===== config.mk =====
export PLATFORM = sky130hd
export DESIGN_NAME = shared_resource_arbiter_flat
export DESIGN_NICKNAME = d
export VERILOG_FILES = /design/src/rtl/shared_arb_pkg.sv /design/src/rtl/shared_resource_arbiter_if.sv /design/src/rtl/shared_resource_arbiter_rr_pick2.sv /design/src/rtl/shared_resource_arbiter.sv /design/src/flat_wrapper.sv
export SDC_FILE = /design/constraint.sdc
export NUM_CORES = 1
export LEC_CHECK = 0
export CELL_PAD_IN_SITES_DETAIL_PLACEMENT = 1
export CELL_PAD_IN_SITES_GLOBAL_PLACEMENT = 1
export CORE_MARGIN = 2
export CORE_UTILIZATION = 29
export CTS_BUF_LIST = sky130_fd_sc_hd__clkbuf_4
export DETAILED_ROUTE_END_ITERATION = 6
export PLACE_DENSITY_LB_ADDON = 0.12
export SKIP_LAST_GASP = 1
export SLEW_MARGIN = 20
export SYNTH_ARGS = -nofsm -noshare
export SYNTH_HDL_FRONTEND = slang
export SYNTH_SLANG_ARGS = --single-unit

===== constraint.sdc =====
create_clock -name clk -period 2.2 [get_ports clk]
set_clock_uncertainty 0.05 [all_clocks]
set_input_delay 0.44 -clock clk [delete_from_list [all_inputs] [get_ports clk]]
set_output_delay 0.44 -clock clk [all_outputs]
set_load 0.03 [all_outputs]

===== src/rtl/shared_arb_pkg.sv =====
// Shared types and constants for the two-pipeline shared resource arbiter.
// Build option: SHARED_ARB_GLOBAL_STALL_EN selects the global-stall variant (see shared_resource_arbiter).
package shared_arb_pkg;

    localparam int DATA_W_DEFAULT = 32;

    localparam logic OWNER_P1 = 1'b0;
    localparam logic OWNER_P2 = 1'b1;

    typedef enum logic [1:0] {
        IDLE  = 2'd0,
        ISSUE = 2'd1,
        BUSY  = 2'd2,
        RESP  = 2'd3
    } arb_state_t;

endpackage


===== src/rtl/shared_resource_arbiter_if.sv =====
// Bundle of pipeline-side and resource-side signals around the shared resource arbiter.
// slave = arbiter view, master = pipelines + resource view.
interface shared_resource_arbiter_if
    import shared_arb_pkg::*;
#(
    parameter int DATA_W = DATA_W_DEFAULT
);

    logic [1:0]        req;
    logic [DATA_W-1:0] req_data_1;
    logic [DATA_W-1:0] req_data_2;
    logic              flush_1;
    logic              flush_2;
    logic              res_start;
    logic [DATA_W-1:0] res_operand;
    logic              res_done;
    logic [DATA_W-1:0] res_result;
    logic [1:0]        resp_valid;
    logic [DATA_W-1:0] resp_data;
    logic              stall_1;
    logic              stall_2;

    modport slave (
        input  req, req_data_1, req_data_2, flush_1, flush_2, res_done, res_result,
        output res_start, res_operand, resp_valid, resp_data, stall_1, stall_2
    );

    modport master (
        output req, req_data_1, req_data_2, flush_1, flush_2, res_done, res_result,
        input  res_start, res_operand, resp_valid, resp_data, stall_1, stall_2
    );

endinterface


===== src/rtl/shared_resource_arbiter_rr_pick2.sv =====
// Two-way round-robin picker: on a tie the requester that was not granted last wins.
module rr_pick2
    import shared_arb_pkg::*;
(
    input  logic [1:0] i_eligible,
    input  logic       i_last_grant,
    output logic       o_grant_valid,
    output logic       o_grant_id
);

    always_comb begin
        o_grant_valid = |i_eligible;
        o_grant_id    = OWNER_P1;
        case (i_eligible)
            2'b01:   o_grant_id = OWNER_P1;
            2'b10:   o_grant_id = OWNER_P2;
            2'b11:   o_grant_id = ~i_last_grant;
            default: o_grant_id = OWNER_P1;
        endcase
    end

endmodule


===== src/rtl/shared_resource_arbiter.sv =====
// Round-robin arbiter granting one non-pipelined, variable-latency resource to two pipelines.
// Define SHARED_ARB_GLOBAL_STALL_EN to freeze both pipelines while either waits on the resource.
module shared_resource_arbiter
    import shared_arb_pkg::*;
#(
    parameter int DATA_W = DATA_W_DEFAULT
)(
    input  logic                      clk,
    input  logic                      reset,
    shared_resource_arbiter_if.slave  arb_if
);

    arb_state_t        r_state;
    arb_state_t        w_next_state;
    logic              r_owner;
    logic              r_last_grant;
    logic              r_discard;
    logic [DATA_W-1:0] r_operand;
    logic [DATA_W-1:0] r_result;

    logic [1:0]        w_eligible;
    logic              w_grant_valid;
    logic              w_grant_id;
    logic              w_owner_flush;
    logic              w_discard_now;
    logic [1:0]        w_resp_valid;
    logic              w_stall_1_local;
    logic              w_stall_2_local;

    assign w_eligible    = arb_if.req & ~{arb_if.flush_2, arb_if.flush_1};
    assign w_owner_flush = (r_owner == OWNER_P2) ? arb_if.flush_2 : arb_if.flush_1;
    // A flush landing in the same cycle as res_done still discards the result.
    assign w_discard_now = r_discard | w_owner_flush;

    rr_pick2 u_pick (
        .i_eligible    (w_eligible),
        .i_last_grant  (r_last_grant),
        .o_grant_valid (w_grant_valid),
        .o_grant_id    (w_grant_id)
    );

    always_ff @(posedge clk) begin
        if (reset) begin
            r_state <= IDLE;
        end else begin
            r_state <= w_next_state;
        end
    end

    always_comb begin
        w_next_state = r_state;
        case (r_state)
            IDLE:    if (w_grant_valid) w_next_state = ISSUE;
            ISSUE:   w_next_state = BUSY;
            BUSY:    if (arb_if.res_done) w_next_state = w_discard_now ? IDLE : RESP;
            RESP:    w_next_state = IDLE;
            default: w_next_state = IDLE;
        endcase
    end

    always_ff @(posedge clk) begin
        if (reset) begin
            r_owner      <= OWNER_P1;
            r_last_grant <= OWNER_P2;
            r_discard    <= 1'b0;
        end else if (r_state == IDLE && w_grant_valid) begin
            r_owner      <= w_grant_id;
            r_last_grant <= w_grant_id;
            r_discard    <= 1'b0;
        end else if ((r_state == ISSUE || r_state == BUSY) && w_owner_flush) begin
            r_discard    <= 1'b1;
        end
    end

    // Datapath registers carry no reset; the outputs are gated by state instead.
    always_ff @(posedge clk) begin
        if (r_state == IDLE && w_grant_valid) begin
            r_operand <= (w_grant_id == OWNER_P2) ? arb_if.req_data_2 : arb_if.req_data_1;
        end
        if (r_state == BUSY && arb_if.res_done && !w_discard_now) begin
            r_result <= arb_if.res_result;
        end
    end

    always_comb begin
        w_resp_valid = 2'b00;
        if (r_state == RESP && !w_owner_flush) begin
            w_resp_valid[r_owner] = 1'b1;
        end
        arb_if.res_start   = (r_state == ISSUE);
        arb_if.res_operand = (r_state == ISSUE) ? r_operand : '0;
        arb_if.resp_valid  = w_resp_valid;
        arb_if.resp_data   = (r_state == RESP) ? r_result : '0;
    end

    assign w_stall_1_local = arb_if.req[0] & ~w_resp_valid[0];
    assign w_stall_2_local = arb_if.req[1] & ~w_resp_valid[1];

`ifdef SHARED_ARB_GLOBAL_STALL_EN
    assign arb_if.stall_1 = w_stall_1_local | w_stall_2_local;
    assign arb_if.stall_2 = w_stall_1_local | w_stall_2_local;
`else
    assign arb_if.stall_1 = w_stall_1_local;
    assign arb_if.stall_2 = w_stall_2_local;
`endif

endmodule


===== src/flat_wrapper.sv =====
// flat-port wrapper written by rule: the top's interface ports become plain ports
module shared_resource_arbiter_flat import shared_arb_pkg::*;
#(
    parameter int DATA_W = DATA_W_DEFAULT
)
  (clk, reset, arb_if_req, arb_if_req_data_1, arb_if_req_data_2, arb_if_flush_1, arb_if_flush_2, arb_if_res_done, arb_if_res_result, arb_if_res_start, arb_if_res_operand, arb_if_resp_valid, arb_if_resp_data, arb_if_stall_1, arb_if_stall_2);
  shared_resource_arbiter_if #(.DATA_W(DATA_W)) arb_if_i ();
  input  logic clk;
  input  logic reset;
  input wire logic [$bits(arb_if_i.req)-1:0] arb_if_req;
  input wire logic [$bits(arb_if_i.req_data_1)-1:0] arb_if_req_data_1;
  input wire logic [$bits(arb_if_i.req_data_2)-1:0] arb_if_req_data_2;
  input wire logic [$bits(arb_if_i.flush_1)-1:0] arb_if_flush_1;
  input wire logic [$bits(arb_if_i.flush_2)-1:0] arb_if_flush_2;
  input wire logic [$bits(arb_if_i.res_done)-1:0] arb_if_res_done;
  input wire logic [$bits(arb_if_i.res_result)-1:0] arb_if_res_result;
  output wire logic [$bits(arb_if_i.res_start)-1:0] arb_if_res_start;
  output wire logic [$bits(arb_if_i.res_operand)-1:0] arb_if_res_operand;
  output wire logic [$bits(arb_if_i.resp_valid)-1:0] arb_if_resp_valid;
  output wire logic [$bits(arb_if_i.resp_data)-1:0] arb_if_resp_data;
  output wire logic [$bits(arb_if_i.stall_1)-1:0] arb_if_stall_1;
  output wire logic [$bits(arb_if_i.stall_2)-1:0] arb_if_stall_2;
  assign arb_if_i.req = arb_if_req;
  assign arb_if_i.req_data_1 = arb_if_req_data_1;
  assign arb_if_i.req_data_2 = arb_if_req_data_2;
  assign arb_if_i.flush_1 = arb_if_flush_1;
  assign arb_if_i.flush_2 = arb_if_flush_2;
  assign arb_if_i.res_done = arb_if_res_done;
  assign arb_if_i.res_result = arb_if_res_result;
  assign arb_if_res_start = arb_if_i.res_start;
  assign arb_if_res_operand = arb_if_i.res_operand;
  assign arb_if_resp_valid = arb_if_i.resp_valid;
  assign arb_if_resp_data = arb_if_i.resp_data;
  assign arb_if_stall_1 = arb_if_i.stall_1;
  assign arb_if_stall_2 = arb_if_i.stall_2;
  shared_resource_arbiter #(.DATA_W(DATA_W)) u_core (.clk(clk), .reset(reset), .arb_if(arb_if_i));
endmodule

# Word-level counts from Yosys, hierarchy flattened
# Index checks and enable logic that the tools add are counted.
# word_totals
output_inout_bits	69
regBits	69
# classes
reduce_logical	13
muxes	12
bitwise_logic	8
order_cmp	2
n_eq_ne	7
# ops
op	n
two-way mux 32 bit	3
equality test 2 bit, second input constant	4
two-way mux 2 bit	4
case mux 2 bit (4 select lines)	1
logical AND 1 bit	6
OR reduction 2 bit	2
inverter 1 bit	3
AND 1 bit	2
AND 2 bit	1
equality test 2 x 1 -> 1 bit, second input constant	1
logical NOT 1 bit	2
logical NOT 2 bit	1
less-than comparator 1 x 2 -> 1 bit, second input constant	1
two-way mux 1 bit	2
!= test 2 x 1 -> 1 bit, second input constant	1
!= test 2 bit, second input constant	1
inverter 2 bit	1
case mux 1 bit (2 select lines)	1
AND reduction 2 bit	1
demux 1 bit (select 1 bit)	1
greater-or-equal comparator 1 bit, second input constant	1
logical OR 1 bit	1
bitwise OR 1 bit	1

# Logic depth before layout (Yosys ltp)
# Gate-level depths: netlist (run 1).
# logic_depth
ltp_word	7
mapped_depth	6

# Hierarchy
# From an unflattened synthesis (run 1), not the netlist that was laid out.
# unflattened
hier_cells	211
area_unflattened_um2	3079.2
# modules_own_cells
module	area_each_um2	instances	cells_each	seq_area_each_um2
shared_resource_arbiter	3065.4	1	209	2021.9
rr_pick2	13.8	1	2	0.0

# Worst setup path after synthesis (run 1)
# Ideal clock, no wire load.
# synth_path
kind	register to output
start	reg u_core.r_state[0]
end	out arb_if_stall_1
arrival_ps	1762
stages_incl_launch_ff	4
slack_ps	-52
path_cell_list	dfxtp_1 ha_1 nor3b_1 nor2b_1
# synth_via
elab_chain_len	5
# synth_rtl
item	line_no	rtl
start: declaration	shared_resource_arbiter.sv:13	arb_state_t r_state;
start signal: assignment	shared_resource_arbiter.sv:46	r_state <= w_next_state;
equality test 2 bit	shared_resource_arbiter.sv:87	if (r_state == RESP && !w_owner_flush) begin
logical AND 1 bit	shared_resource_arbiter.sv:87	
two-way mux 2 bit	shared_resource_arbiter.sv:87	
net arb_if_resp_valid[0]	flat_wrapper.sv:19	output wire logic [$bits(arb_if_i.resp_valid)-1:0] arb_if_resp_valid;
inverter 1 bit	shared_resource_arbiter.sv:96	assign w_stall_1_local = arb_if.req[0] & ~w_resp_valid[0];
AND 1 bit	shared_resource_arbiter.sv:96	
end: declaration	flat_wrapper.sv:21	output wire logic [$bits(arb_if_i.stall_1)-1:0] arb_if_stall_1;
# The timed path passes the listed nets, and every way through them passes these cells.

# Worst setup path in the final report (run 1)
# layout_path
start	reg u_core.r_state[1]
end	out arb_if_res_operand[29]
# layout_via
elab_chain_len	2
# layout_rtl
item	line_no	rtl
equality test 2 x 1 -> 1 bit	shared_resource_arbiter.sv:91	arb_if.res_operand = (r_state == ISSUE) ? r_operand : '0;
two-way mux 32 bit	shared_resource_arbiter.sv:91	
end: declaration	flat_wrapper.sv:18	output wire logic [$bits(arb_if_i.res_operand)-1:0] arb_if_res_operand;
# Every way passes these cells.

==> flow_summary.yaml, run 1 <==
run_status:
  outcome: "completed"
placement:
  place.detailed.hpwl_um: 6390
  dp_slack_ns: -0.0160
  placed_cell_area_um2: 4960
  place.detailed.instances: 584
  place_congestion: 0.715
  buffer_ports.inserted: 171
sta:
  timing_max_transition_violations_final: 0
  rsz0062_at_grt: "no"
  hold_ws_ns: 0.497
  timing.final.ws_setup_ns: 0.163
  layout_worst_path_cycle_share_pct: 92.6
  worst_pin_slew_ns: 0.343
  max-slew-margin-rel_pct: 77.1
  final_period_minus_worst_setup_slack_ns: 2.04
  timing.final.hold_violations: 0
  setup_viol: 0
  timing.fmax_mhz: 491
grt:
  grt.total_usage_pct: 14.4
  grt_start_max_net_pins: 35
  initial_antenna_violation_count: 0
  grt_pass1_vias: 2601
  globalRoute.busiestLayer: "met2"
  grt.met1_usage_pct: 17.0
  use_met3_pct: 6.11
  grt_pass1_wl_um: 12700
  globalRoute.totalOverflow: 0
  grt_use_met2_pct: 22.6
final_layout:
  finish.utilization_pct: 49.7
  layout_commonest_cell: "sky130_fd_sc_hd__clkdlybuf4s50_1"
  layout.cells.most_common_list: "sky130_fd_sc_hd__clkdlybuf4s50_1, sky130_fd_sc_hd__nand2_1, sky130_fd_sc_hd__buf_4"
  drive_above_1_share_pct: 23.7
  final.fill_count: 1164
  finish.net_count: 567
  post_layout_nonfiller_instances: 600
  antenna_cells: 0
  area.growth.synth_to_final_pct: 65.5
  final_area_um2: 5160
floorplan:
  top_level_ports: 172
  core.rowCount: 37
  die_x_um: 108
  floorplan.initialDensity_pct: 30.0
  fp.dieArea_um2: 11600
  die_height_um: 108
  design.core.area_um2: 10400
worst_setup_path:
  data_arrival_time_of_the_worst_path_ns: 1.55
  timing.critical_path.buf_inv: 3
  critical_path.cell_chain: "inv_1, ha_4, buf_12, and2_1, buf_12"
  cpPeakStageDelay_ns: 0.39
  critical_path_peak_fanout: 26
  crit_type: "flop to output port"
  critical-path-slowest-cell: "sky130_fd_sc_hd__dfxtp_2"
  critical_path.endpoint_type: "output port"
  timing.critical_path.max_delay_family: "buffers and inverters"
  crit_top_cell: "sky130_fd_sc_hd__buf_12"
  critPathLaunchType: "flop"
  critPathRequiredTime_ns: 1.71
power:
  power_per_cell_area_nw_per_um2: 740
  vdd_ir_drop_max_mv: 0.312
  p_leak_nw: 2.18
synthesis:
  seq_area_frac_synth_pct: 64.9
  async_reset_ff_share_pct: 0
  synth_enable_flop_cells: 64
  synth.ff_latch_count: 69
  syn-instance-count: 276
  syn-cell-area_um2: 3120
  syn_area_per_cell_um2: 11.3
  syn-num-nets: 384
  yosys_most_used_dff: "sky130_fd_sc_hd__edfxtp_1"
  yosysUniqueCellTypes: 29
  ys.warnings.count: 0
cts:
  clock_latency_ns: 0.39
  cts_root_buf: "sky130_fd_sc_hd__clkbuf_4"
  cts.clk_slew.worst_paths_ns: 0.10
  cts_buf_count: 9
  clock_sinks: 69
  post-cts-setup-buffer-count: 0
  h-tree-depth: 3
  cts_tree: "built"
  cts_buffer_depth: 2
route:
  avgViaCountPerCell: 4.26
  final_antenna_net_count: 0
  avgRoutedWirePerCell_um: 13.8
  drt_pre_antenna_iters: 4
  detail_route.drc_violations: 0
  routed_wl_um: 8260
  drt-initial-drc-count: 74
  vias: 2553
worst_hold_path:
  hold_path_class: "flop to flop"
job:
  max_cap_viol_count: 0
cell families after synthesis:
family / Yosys count / share of synthesized area, %
AO/OA/AOI/OAI: 10 / 2.57
adder cells (fa/ha/maj): 5 / 2.01
buffers and inverters: 15 / 2.05
flip-flops: 69 / 64.9
multiplexers: 1 / 0.482
AND/OR/NAND/NOR: 176 / 28.0
flip-flops by register name, summed over array words and instances, names as in the netlist:
register	flops
u_core.r_owner	1
u_core.r_discard	1
u_core.r_result	32
u_core.r_last_grant	1
u_core.r_state	2
u_core.r_operand	32
what timing repair did:
item,4_1_cts,5_1_grt
setup endpoints to repair,21,56
gates resized for setup,2,7
gates cloned,0,0
pin swaps,0,0
hold buffers,0,0
worst register-to-register path: cells and delay by family, from the launching register on:
kind | cells | cell delay [ns]
buffers and inverters | 1 | 0.17
and+or+nand+nor | 2 | 0.42
muxes | 1 | 0.35
DFF | 1 | 0.46
metal layers:
metal / vias up / share of wire [%] / wire (µm)
li1: 1277 / - / -
met1: 1143 / 42 / 3490
met2: 122 / 44 / 3650
met3: 11 / 12 / 964
met4: 0 / 1.9 / 155
met5: - / 0 / 0
Yosys cell counts (2+ instances only):
cell,number,area [µm²]
sky130_fd_sc_hd__a21oi_1,2,10.0
sky130_fd_sc_hd__inv_1,3,11.3
sky130_fd_sc_hd__ha_1,5,62.6
sky130_fd_sc_hd__buf_2,6,30.0
sky130_fd_sc_hd__nor2_1,2,7.51
sky130_fd_sc_hd__nand2b_1,2,12.5
sky130_fd_sc_hd__nor2b_1,4,25.0
sky130_fd_sc_hd__nand2_1,96,360
sky130_fd_sc_hd__edfxtp_1,64,1920
sky130_fd_sc_hd__clkbuf_1,6,22.5
sky130_fd_sc_hd__and2_1,64,400
sky130_fd_sc_hd__dfxtp_1,5,100
final cells by class:
type	instances	area (µm²)	area share [%]
Sequential cell	69	2020	39.3
Tap cell	136	170	3.30
Inverter	3	11.3	0.218
Multi-Input combinational cell	192	1060	20.6
Clock inverter	6	78.8	1.53
Clock buffer	10	75.1	1.46
Timing Repair Buffer	184	1740	33.7
power by group:
| group | internal [mW] | switching, mW | leakage, nW |
|---|---|---|---|
| sequential | 1.59 | 0.0477 | 0.634 |
| clock | 0.465 | 0.427 | 0.0876 |
| combinational | 0.597 | 0.685 | 1.45 |
final timing paths:
path                                        from                             end  slack, ns  depth (start not counted)
hold reg to reg   u_core.r_state[1]$_SDFFE_PP0P_  u_core.r_state[1]$_SDFFE_PP0P_       0.50                          2
setup / recovery  u_core.r_state[1]$_SDFFE_PP0P_          arb_if_res_operand[29]       0.16                          5
hold / removal    u_core.r_state[1]$_SDFFE_PP0P_  u_core.r_state[1]$_SDFFE_PP0P_       0.50                          2
setup reg to reg     u_core.r_owner$_SDFFE_PP0P_    u_core.r_result[8]$_DFFE_PP_       0.46                          4
per-stage QoR:
| stage | power, mW | TNS [ns] |
|---|---|---|
| after detailed placement | 2.94 | -0.357 |
| after global placement | 2.92 | 0 |
| after global routing | 4.03 | 0 |
| final | 3.81 | 0 |
| after CTS | 3.85 | 0 |
| after floorplan | 2.32 | 0 |
(Power assumes the default switching activity.)
==> run 2, diff against run 1 <==
- RECOVER_POWER: default -> 25
==> flow_summary.yaml, run 2 (synthesized netlist as in run 1, its figures left out) <==
sta:
  hold_ws_ns: 0.497
  timing_max_transition_violations_final: 0
  timing.fmax_mhz: 491
  final_period_minus_worst_setup_slack_ns: 2.04
  timing.final.ws_setup_ns: 0.164
  max-slew-margin-rel_pct: 53.2
  rsz0062_at_grt: "no"
  timing.final.hold_violations: 0
  worst_pin_slew_ns: 0.702
  layout_worst_path_cycle_share_pct: 92.5
  setup_viol: 0
worst_setup_path:
  critical-path-slowest-cell: "sky130_fd_sc_hd__dfxtp_2"
  critical_path.cell_chain: "inv_1, ha_4, buf_12, and2_1, buf_12"
  timing.critical_path.max_delay_family: "buffers and inverters"
  critical_path_peak_fanout: 26
  reg2reg_to: "u_core.r_result[8]$_DFFE_PP_"
  critPathLaunchType: "flop"
  reg2reg_from: "u_core.r_owner$_SDFFE_PP0P_"
  critical_path.endpoint_type: "output port"
  crit_top_cell: "sky130_fd_sc_hd__buf_12"
  regToRegSetupSlack_ns: 0.47
  data_arrival_time_of_the_worst_path_ns: 1.55
  timing.critical_path.buf_inv: 3
  cpPeakStageDelay_ns: 0.39
  launch_point_of_the_worst_path: "u_core.r_state[1]$_SDFFE_PP0P_"
  critPathRequiredTime_ns: 1.71
  crit_type: "flop to output port"
  reg2reg_depth: 4
power:
  p_leak_nw: 2.18
  power_per_cell_area_nw_per_um2: 739
  vdd_ir_drop_max_mv: 0.312
final_layout:
  layout.cells.most_common_list: "sky130_fd_sc_hd__nand2_1, sky130_fd_sc_hd__buf_4, sky130_fd_sc_hd__clkdlybuf4s50_1"
  antenna_cells: 0
  reg_top3: "u_core.r_operand x32, u_core.r_result x32, u_core.r_state x2"
  final.fill_count: 1166
  finish.net_count: 567
  layout_commonest_cell: "sky130_fd_sc_hd__nand2_1"
  post_layout_nonfiller_instances: 600
  area_of_combinational_cells_with_multiple_inputs_um2: 1060
  finish.utilization_pct: 49.6
  area.growth.synth_to_final_pct: 65.0
  drive_above_1_share_pct: 23.7
  final-seq-area_um2: 2020
floorplan:
  core.rowCount: 37
  die_height_um: 108
  fp.dieArea_um2: 11600
  die_x_um: 108
  design.core.area_um2: 10400
  top_level_ports: 172
  floorplan.initialDensity_pct: 30.0
route:
  drt_pre_antenna_iters: 4
  routed_wl_um: 8240
  drt-initial-drc-count: 69
  vias: 2552
  detail_route.drc_violations: 0
  avgViaCountPerCell: 4.25
  avgRoutedWirePerCell_um: 13.7
  final_antenna_net_count: 0
cts:
  clock_latency_ns: 0.39
  clock_sinks: 69
  cts.clk_slew.worst_paths_ns: 0.10
  cts_buffer_depth: 2
  cts_buf_count: 9
  cts_root_buf: "sky130_fd_sc_hd__clkbuf_4"
  h-tree-depth: 3
  cts_tree: "built"
placement:
  place.detailed.hpwl_um: 6390
  buffer_ports.inserted: 171
  place.detailed.instances: 584
  place_congestion: 0.715
  dp_slack_ns: -0.0160
worst_hold_path:
  worst_hold_path.num_cells: 2
  hold_path_class: "flop to flop"
  hold_path_startpoint: "u_core.r_state[1]$_SDFFE_PP0P_"
  destination_of_the_worst_hold_path: "u_core.r_state[1]$_SDFFE_PP0P_"
grt:
  grt_start_max_net_pins: 35
  initial_antenna_violation_count: 0
  grt.total_usage_pct: 14.4
  globalRoute.totalOverflow: 0
  grt_pass1_vias: 2601
  grt_pass1_wl_um: 12700
job:
  max_cap_viol_count: 0
run_status:
  outcome: "completed"
-- run 2: changes by cell type in the layout (fill, tap and decap cells not counted) --
cell	delta
sky130_fd_sc_hd__buf_12	-1
sky130_fd_sc_hd__clkbuf_2	+1
sky130_fd_sc_hd__clkdlybuf4s50_1	-32
sky130_fd_sc_hd__clkbuf_4	+1
sky130_fd_sc_hd__buf_4	-1
sky130_fd_sc_hd__dlygate4sd3_1	+32
-- run 2: layout make-up --
class / count / share of cell area (%)
Multi-Input combinational cell: 192 / 20.6
Tap cell: 136 / 3.31
Clock buffer: 10 / 1.46
Clock inverter: 6 / 1.53
Inverter: 3 / 0.219
Sequential cell: 69 / 39.4
Timing Repair Buffer: 184 / 33.5
-- run 2: power breakdown --
group / switching, mW / internal [mW]
Combinational: 0.684 / 0.582
Clock: 0.427 / 0.465
Sequential: 0.0476 / 1.59
Total: 1.16 / 2.64
-- run 2: repair_timing --
item	CTS	global route
setup endpoints to repair	21	56
setup buffers	0	0
resized for setup	2	7
hold buffers	0	0
-- run 2: worst max-delay path by stage --
stage | endpoint | slack (ns) | cells after the start
floorplan | u_core.r_operand[0]$_DFFE_PP_ | 0.24 | 4
global placement | u_core.r_result[26]$_DFFE_PP_ | 0.003 | 5
detailed placement | u_core.r_result[22]$_DFFE_PP_ | -0.02 | 5
CTS | arb_if_res_operand[29] | 0.03 | 5
global route | arb_if_res_operand[13] | 0.02 | 5
finish | arb_if_res_operand[29] | 0.16 | 5
-- run 2: layer usage --
metal / routed length [µm] / GRT usage (%) / up-vias
met5: 0 / 0 / -
met4: 136 / 6.50 / 0
met3: 931 / 6.11 / 10
met2: 3680 / 22.6 / 122
met1: 3490 / 17.0 / 1144
li1: - / - / 1276
-- run 2: through the flow --
| step | total power [mW] | setup TNS [ns] | instance area (µm²) |
|---|---|---|---|
| 5_1_grt | 4.02 | 0 | 5140 |
| 2_1_floorplan | 2.32 | 0 | 3120 |
| 6_report | 3.80 | 0 | 5140 |
| 4_1_cts | 3.85 | 0 | 5120 |
| 3_3_place_gp | 2.92 | 0 | 4960 |
| 3_5_place_dp | 2.94 | -0.357 | 4960 |
-- run 2: worst register-to-register path, delay by kind of cell, from the launching register on --
| kind | cells | cell delay [ns] |
|---|---|---|
| DFF | 1 | 0.46 |
| and+or+nand+nor | 2 | 0.42 |
| muxes | 1 | 0.35 |
| buffers and inverters | 1 | 0.17 |
